$ cat config.mk
export PLATFORM = sky130hd
export DESIGN_NAME = uart_status_tx
export DESIGN_NICKNAME = d
export VERILOG_FILES = /design/src/rtl/uart_status_tx.sv
export SDC_FILE = /design/constraint.sdc
export NUM_CORES = 1
export LEC_CHECK = 0
export ABC_AREA = 1
export BUFFER_PORTS_ARGS = -buffer_cell sky130_fd_sc_hd__buf_2
export CORE_MARGIN = 1
export CORE_UTILIZATION = 35
export CTS_BUF_LIST = sky130_fd_sc_hd__clkbuf_4
export CTS_CLUSTER_DIAMETER = 120
export DETAILED_ROUTE_END_ITERATION = 8
export SLEW_MARGIN = 20
export SYNTH_ARGS = -nofsm -noshare
export SYNTH_HDL_FRONTEND = slang
export SYNTH_SLANG_ARGS = --single-unit
$ cat constraint.sdc
create_clock -name clk -period 6.8 [get_ports clk]
set_input_delay 1.36 -clock clk [delete_from_list [all_inputs] [get_ports clk]]
set_output_delay 1.36 -clock clk [all_outputs]
set_load 0.01 [all_outputs]
$ cat src/rtl/uart_status_tx.sv
// UART transmitter with byte FIFO and a 4-byte status-frame sequencer (A5, level, mode, checksum).
// Define UART_STATUS_TX_PARITY_EN for 8E1 framing; the default build sends 8N1.
module uart_status_tx #(
    parameter int unsigned CLK_FREQ   = 50_000_000,
    parameter int unsigned BAUD       = 115200,
    parameter int unsigned FIFO_DEPTH = 8
) (
    input  logic       clk,
    input  logic       rst_n,
    input  logic [7:0] tx_data,
    input  logic       tx_valid,
    output logic       tx_ready,
    input  logic       status_req,
    input  logic [1:0] bright_level,
    input  logic [1:0] roll_ctrl,
    output logic       tx,
    output logic       busy,
    output logic       req_drop
);

    localparam int unsigned BAUD_DIV  = CLK_FREQ / BAUD;
    localparam int unsigned AW        = $clog2(FIFO_DEPTH);
    localparam int unsigned CW        = (BAUD_DIV > 1) ? $clog2(BAUD_DIV) : 1;
    localparam logic [CW-1:0] BAUD_LAST = CW'(BAUD_DIV - 1);
    localparam logic [7:0]    SYNC_BYTE = 8'hA5;

    typedef enum logic [2:0] {
        S_IDLE   = 3'd0,
        S_START  = 3'd1,
        S_DATA   = 3'd2,
`ifdef UART_STATUS_TX_PARITY_EN
        S_PARITY = 3'd4,
`endif
        S_STOP   = 3'd3
    } tx_state_e;

    // FIFO storage and pointers
    logic [7:0]  mem_q [FIFO_DEPTH];
    logic [AW:0] wr_ptr_q, wr_ptr_d;
    logic [AW:0] rd_ptr_q, rd_ptr_d;
    logic        empty, full;
    logic        push, pop;
    logic [7:0]  push_data;

    // Status sequencer
    logic       seq_active_q, seq_active_d;
    logic [1:0] seq_idx_q, seq_idx_d;
    logic [7:0] b1_q, b1_d;
    logic [7:0] b2_q, b2_d;
    logic [7:0] ck_q, ck_d;
    logic       req_drop_q, req_drop_d;
    logic [7:0] seq_byte;

    // Serializer
    tx_state_e   state_q;
    logic [CW-1:0] baud_cnt_q;
    logic [2:0]  bit_cnt_q;
    logic [7:0]  shreg_q;
    logic        tx_q;
`ifdef UART_STATUS_TX_PARITY_EN
    logic        parity_q;
`endif

    assign empty = (wr_ptr_q == rd_ptr_q);
    assign full  = (wr_ptr_q[AW] != rd_ptr_q[AW]) &&
                   (wr_ptr_q[AW-1:0] == rd_ptr_q[AW-1:0]);
    assign pop   = (state_q == S_IDLE) && !empty;

    always_comb begin
        unique case (seq_idx_q)
            2'd0:    seq_byte = SYNC_BYTE;
            2'd1:    seq_byte = b1_q;
            2'd2:    seq_byte = b2_q;
            default: seq_byte = ck_q;
        endcase
    end

    // The sequencer owns the FIFO write port while active; user bytes only get it when idle.
    always_comb begin
        seq_active_d = seq_active_q;
        seq_idx_d    = seq_idx_q;
        b1_d         = b1_q;
        b2_d         = b2_q;
        ck_d         = ck_q;
        req_drop_d   = status_req && seq_active_q;
        push         = 1'b0;
        push_data    = tx_data;
        if (seq_active_q) begin
            if (!full) begin
                push      = 1'b1;
                push_data = seq_byte;
                seq_idx_d = seq_idx_q + 2'd1;
                if (seq_idx_q == 2'd3) begin
                    seq_active_d = 1'b0;
                end
            end
        end else begin
            if (tx_valid && !full) begin
                push = 1'b1;
            end
            if (status_req) begin
                seq_active_d = 1'b1;
                seq_idx_d    = 2'd0;
                b1_d         = {6'b0, bright_level};
                b2_d         = {6'b0, roll_ctrl};
                ck_d         = SYNC_BYTE ^ {6'b0, bright_level} ^ {6'b0, roll_ctrl};
            end
        end
        wr_ptr_d = wr_ptr_q + {{AW{1'b0}}, push};
        rd_ptr_d = rd_ptr_q + {{AW{1'b0}}, pop};
    end

    always_ff @(posedge clk) begin
        if (!rst_n) begin
            wr_ptr_q     <= '0;
            rd_ptr_q     <= '0;
            seq_active_q <= 1'b0;
            seq_idx_q    <= '0;
            b1_q         <= '0;
            b2_q         <= '0;
            ck_q         <= '0;
            req_drop_q   <= 1'b0;
        end else begin
            wr_ptr_q     <= wr_ptr_d;
            rd_ptr_q     <= rd_ptr_d;
            seq_active_q <= seq_active_d;
            seq_idx_q    <= seq_idx_d;
            b1_q         <= b1_d;
            b2_q         <= b2_d;
            ck_q         <= ck_d;
            req_drop_q   <= req_drop_d;
        end
    end

    always_ff @(posedge clk) begin
        if (push) begin
            mem_q[wr_ptr_q[AW-1:0]] <= push_data;
        end
    end

    // tx is registered: each transition loads the line level for the state being entered.
    always_ff @(posedge clk) begin
        if (!rst_n) begin
            state_q    <= S_IDLE;
            baud_cnt_q <= '0;
            bit_cnt_q  <= '0;
            shreg_q    <= '0;
            tx_q       <= 1'b1;
`ifdef UART_STATUS_TX_PARITY_EN
            parity_q   <= 1'b0;
`endif
        end else begin
            unique case (state_q)
                S_IDLE: begin
                    tx_q <= 1'b1;
                    if (pop) begin
                        shreg_q    <= mem_q[rd_ptr_q[AW-1:0]];
`ifdef UART_STATUS_TX_PARITY_EN
                        parity_q   <= ^mem_q[rd_ptr_q[AW-1:0]];
`endif
                        baud_cnt_q <= '0;
                        tx_q       <= 1'b0;
                        state_q    <= S_START;
                    end
                end
                S_START: begin
                    if (baud_cnt_q == BAUD_LAST) begin
                        baud_cnt_q <= '0;
                        bit_cnt_q  <= '0;
                        tx_q       <= shreg_q[0];
                        state_q    <= S_DATA;
                    end else begin
                        baud_cnt_q <= baud_cnt_q + CW'(1);
                    end
                end
                S_DATA: begin
                    if (baud_cnt_q == BAUD_LAST) begin
                        baud_cnt_q <= '0;
                        if (bit_cnt_q == 3'd7) begin
`ifdef UART_STATUS_TX_PARITY_EN
                            tx_q    <= parity_q;
                            state_q <= S_PARITY;
`else
                            tx_q    <= 1'b1;
                            state_q <= S_STOP;
`endif
                        end else begin
                            bit_cnt_q <= bit_cnt_q + 3'd1;
                            shreg_q   <= {1'b0, shreg_q[7:1]};
                            tx_q      <= shreg_q[1];
                        end
                    end else begin
                        baud_cnt_q <= baud_cnt_q + CW'(1);
                    end
                end
`ifdef UART_STATUS_TX_PARITY_EN
                S_PARITY: begin
                    if (baud_cnt_q == BAUD_LAST) begin
                        baud_cnt_q <= '0;
                        tx_q       <= 1'b1;
                        state_q    <= S_STOP;
                    end else begin
                        baud_cnt_q <= baud_cnt_q + CW'(1);
                    end
                end
`endif
                S_STOP: begin
                    tx_q <= 1'b1;
                    if (baud_cnt_q == BAUD_LAST) begin
                        baud_cnt_q <= '0;
                        state_q    <= S_IDLE;
                    end else begin
                        baud_cnt_q <= baud_cnt_q + CW'(1);
                    end
                end
                default: begin
                    tx_q    <= 1'b1;
                    state_q <= S_IDLE;
                end
            endcase
        end
    end

    assign tx       = tx_q;
    assign tx_ready = !full && !seq_active_q;
    assign busy     = !empty || (state_q != S_IDLE) || seq_active_q;
    assign req_drop = req_drop_q;

endmodule

==> out/qor.log <==
qor: clock_tree.holdBufCountCts 0
qor: global_route.grt_start_max_net_pins 35
qor: power.ir_worst_vdd 0.000122 V
qor: power.pwr_density_cell 323 nW/um^2
qor: power.total_leakage_power 2.23 nW
qor: yosys.synth-async-reset-ratio 0%
qor: final_layout.finish.instance_area 5450 sq um
qor: sta.final-hold-violation-count 0
qor: detailed_routing.routedWlPerCell 14.0 um
qor: worst_setup_path.end_kind output port
qor: global_route.grt_pass1_wl 18000 um
qor: yosys.synth.yosys.seq_area_share 54.5%
qor: worst_setup_path.critical_path_class reg -> out
qor: sta.worst_hold_slack 0.486 ns
qor: clock_tree.worstSkewPairLatency 0.45 ns
qor: die.die_h 122 um
qor: yosys.synth_area_leader_cell sky130_fd_sc_hd__edfxtp_1
qor: worst_hold_path.timing.hold.worst.class reg -> reg
qor: yosys.synth_top_cell_area_share 37.9%
qor: sta.clk_skew 0.0176 ns
qor: yosys.library_cells_used_by_synthesis 40
qor: final_layout.nets 629
qor: yosys.post_synth_main_area_contributors sky130_fd_sc_hd__edfxtp_1 38%, sky130_fd_sc_hd__dfxtp_1 17%, sky130_fd_sc_hd__nand2_1 11%
qor: yosys.synth_edf_count 64
qor: worst_hold_path.min_path_cells 2
qor: global_route.grt_antenna_before_repair 1
qor: final_layout.layout_common_cells 147 x sky130_fd_sc_hd__nand2_1, 81 x sky130_fd_sc_hd__nor2_1, 64 x sky130_fd_sc_hd__edfxtp_1
qor: detailed_routing.drt_first_iter_violations 219
qor: clock_tree.postCtsSetupRepairBufs 0
qor: yosys.synthCells 577
qor: clock_tree.cts.sink_count 106
qor: sta.layout_worst_path_cycle_share 52.6%
qor: detailed_routing.via_per_inst 4.83
qor: detailed_routing.firstDrtPassIters 4
qor: detailed_routing.finalWirelength 10900 um
qor: detailed_routing.vias 3754
qor: clock_tree.cts-resized-gates 0
qor: sta.maxSlewHeadroom 28.1%
qor: worst_setup_path.cp.arrival 2.21 ns
qor: sta.setup_viol_count_final 0
qor: clock_tree.worst_setup_hold_path_clk_slew 0.15 ns
qor: worst_setup_path.critical_path_peak_fanout 20
qor: placed_design.hpwlAfterDp 7820 um
qor: outcome.run_status completed
qor: clock_tree.clk_path_buf_depth 2
qor: clock_tree.cts_h_tree_depth 3
qor: sta.layout_min_cycle_time 3.57 ns
qor: die.floorplan.rows 43
qor: global_route.grt-ovfl-total 0
qor: global_route.groute.usage.overall 15.8%
qor: placed_design.post_dp_cell_area 5320 sq um
qor: worst_setup_path.worstSetupStartpointType flip-flop
qor: sta.maxClockFrequency 280 MHz
qor: die.coreArea 14000 sq um
qor: die.die_outline_width 122 um
qor: yosys.postSynthNetCount 612
qor: die.floorplan.initialDensity 36.2%
qor: yosys.yosys_register_bits 106
qor: placed_design.finalWeightedCongestion 0.846
qor: final_layout.layout_commonest_cell sky130_fd_sc_hd__nand2_1
qor: global_route.via_count_of_the_first_global_routing_pass 3655
qor: detailed_routing.route.detailed.drc 0
qor: sta.tns 0 ns
qor: yosys.yosys_warnings 0
qor: worst_setup_path.reg2regPathDepth 8
qor: power.fin_total_pwr 1.76 mW
qor: yosys.post_synth_instance_area 5070 sq um
qor: placed_design.portBuffers 19
qor: yosys.avgSynthCellArea 8.78 sq um
qor: yosys.postSynth.topFlopCell sky130_fd_sc_hd__edfxtp_1
qor: sta.rsz0062_at_grt false
qor: die.fp.dieArea 15000 sq um
qor: die.design.portCount 20
qor: clock_tree.clk_root_buffer_cell sky130_fd_sc_hd__clkbuf_4
qor: clock_tree.tritoncts built
qor: flow_run.number_of_violations_of_the_max_capacitance_limit 0
qor: final_layout.area_growth 7.63%
qor: final_layout.proportion_of_layout_cells_with_a_drive_suffix_above_1 11.9%
qor: detailed_routing.route.antenna.remaining_nets 0
qor: clock_tree.cts_inserted_buffers 9
qor: sta.tightestPinTransition 1.07 ns
qor: worst_setup_path.required 5.44 ns
qor: sta.timing.final.max_slew_violations 0
cells in the mapped netlist (all sizes together) (2+ instances only):
| library cell | count |
|---|---|
| nand4 | 3 |
| nor2 | 85 |
| a22o | 2 |
| clkbuf | 4 |
| o21bai | 2 |
| buf | 17 |
| a31oi | 2 |
| ha | 19 |
| xnor2 | 2 |
| a211oi | 3 |
| inv | 55 |
| a21oi | 34 |
| o21ai | 24 |
| dfxtp | 42 |
| nor4 | 6 |
| edfxtp | 64 |
| nand3 | 53 |
| nand2 | 150 |
| nor3 | 3 |
stage by stage:
stage          setup slack (ns)  util, %  instances
6_report                   3.23     39.0        778
5_1_grt                    3.07     39.0        778
4_1_cts                    3.18     38.9        777
3_5_place_dp               3.72     38.0        763
3_3_place_gp               3.75     38.0        763
2_1_floorplan              4.11        -        577
worst max-delay path: stages, from the launching register on:
cell and delay, ns:
sky130_fd_sc_hd__dfxtp_1 0.79, sky130_fd_sc_hd__inv_4 0.21, sky130_fd_sc_hd__nand2_1 0.11, sky130_fd_sc_hd__nand2_1 0.09, sky130_fd_sc_hd__nor2_4 0.17, sky130_fd_sc_hd__nand3_2 0.12, sky130_fd_sc_hd__nand2_1 0.08, sky130_fd_sc_hd__inv_1 0.05
sky130_fd_sc_hd__buf_2 0.13
state kept, by name (all words and copies together), names as in the netlist, 3 cells and up:
signal / count
shreg_q: 8
rd_ptr_q: 4
baud_cnt_q: 9
bit_cnt_q: 3
wr_ptr_q: 4
ck_q: 3
mem_q: 64
final timing paths:
check | startpoint | endpoint | slack, ns
setup / recovery | rd_ptr_q[1] | tx_ready | 3.23
hold / removal | b1_q[1] | b1_q[1] | 0.49
setup reg to reg | rd_ptr_q[1] | mem_q[2][3] | 4.12
hold reg to reg | b1_q[1] | b1_q[1] | 0.49
routing by layer:
metal  share of wire [%]  global-route usage [%]
met5                   0                       0
met4                 1.8                    7.09
met3                 4.6                    2.04
met2                  47                    24.9
met1                  47                    21.6
cell type report:
type                            instances  area (sq um)
Sequential cell                       106          2760
Tap cell                              180           225
Multi-Input combinational cell        394          1970
Fill cell                            1388          8530
Inverter                               56           213
Antenna cell                            1          2.50
Timing Repair Buffer                   27           155
Clock buffer                           11          82.6
Clock inverter                          3          42.5
cells by family (layout without fill, tap and decap cells):
logic type	count (synthesis)	in the layout	synth area share, %
other cells	0	1	0
fa+ha+maj	19	19	4.69
compound gates	70	70	8.22
buf+inv	77	97	6.79
flops	106	106	54.5
simple gates	301	301	25.1
xor+xnor	3	3	0.519
mux	1	1	0.198
where the power goes:
group / switching [mW] / total [mW] / internal, mW
clock network: 0.191 / 0.307 / 0.116
registers: 0.0430 / 0.798 / 0.755
logic: 0.450 / 0.656 / 0.207
Power figures use the tool's default switching activity.
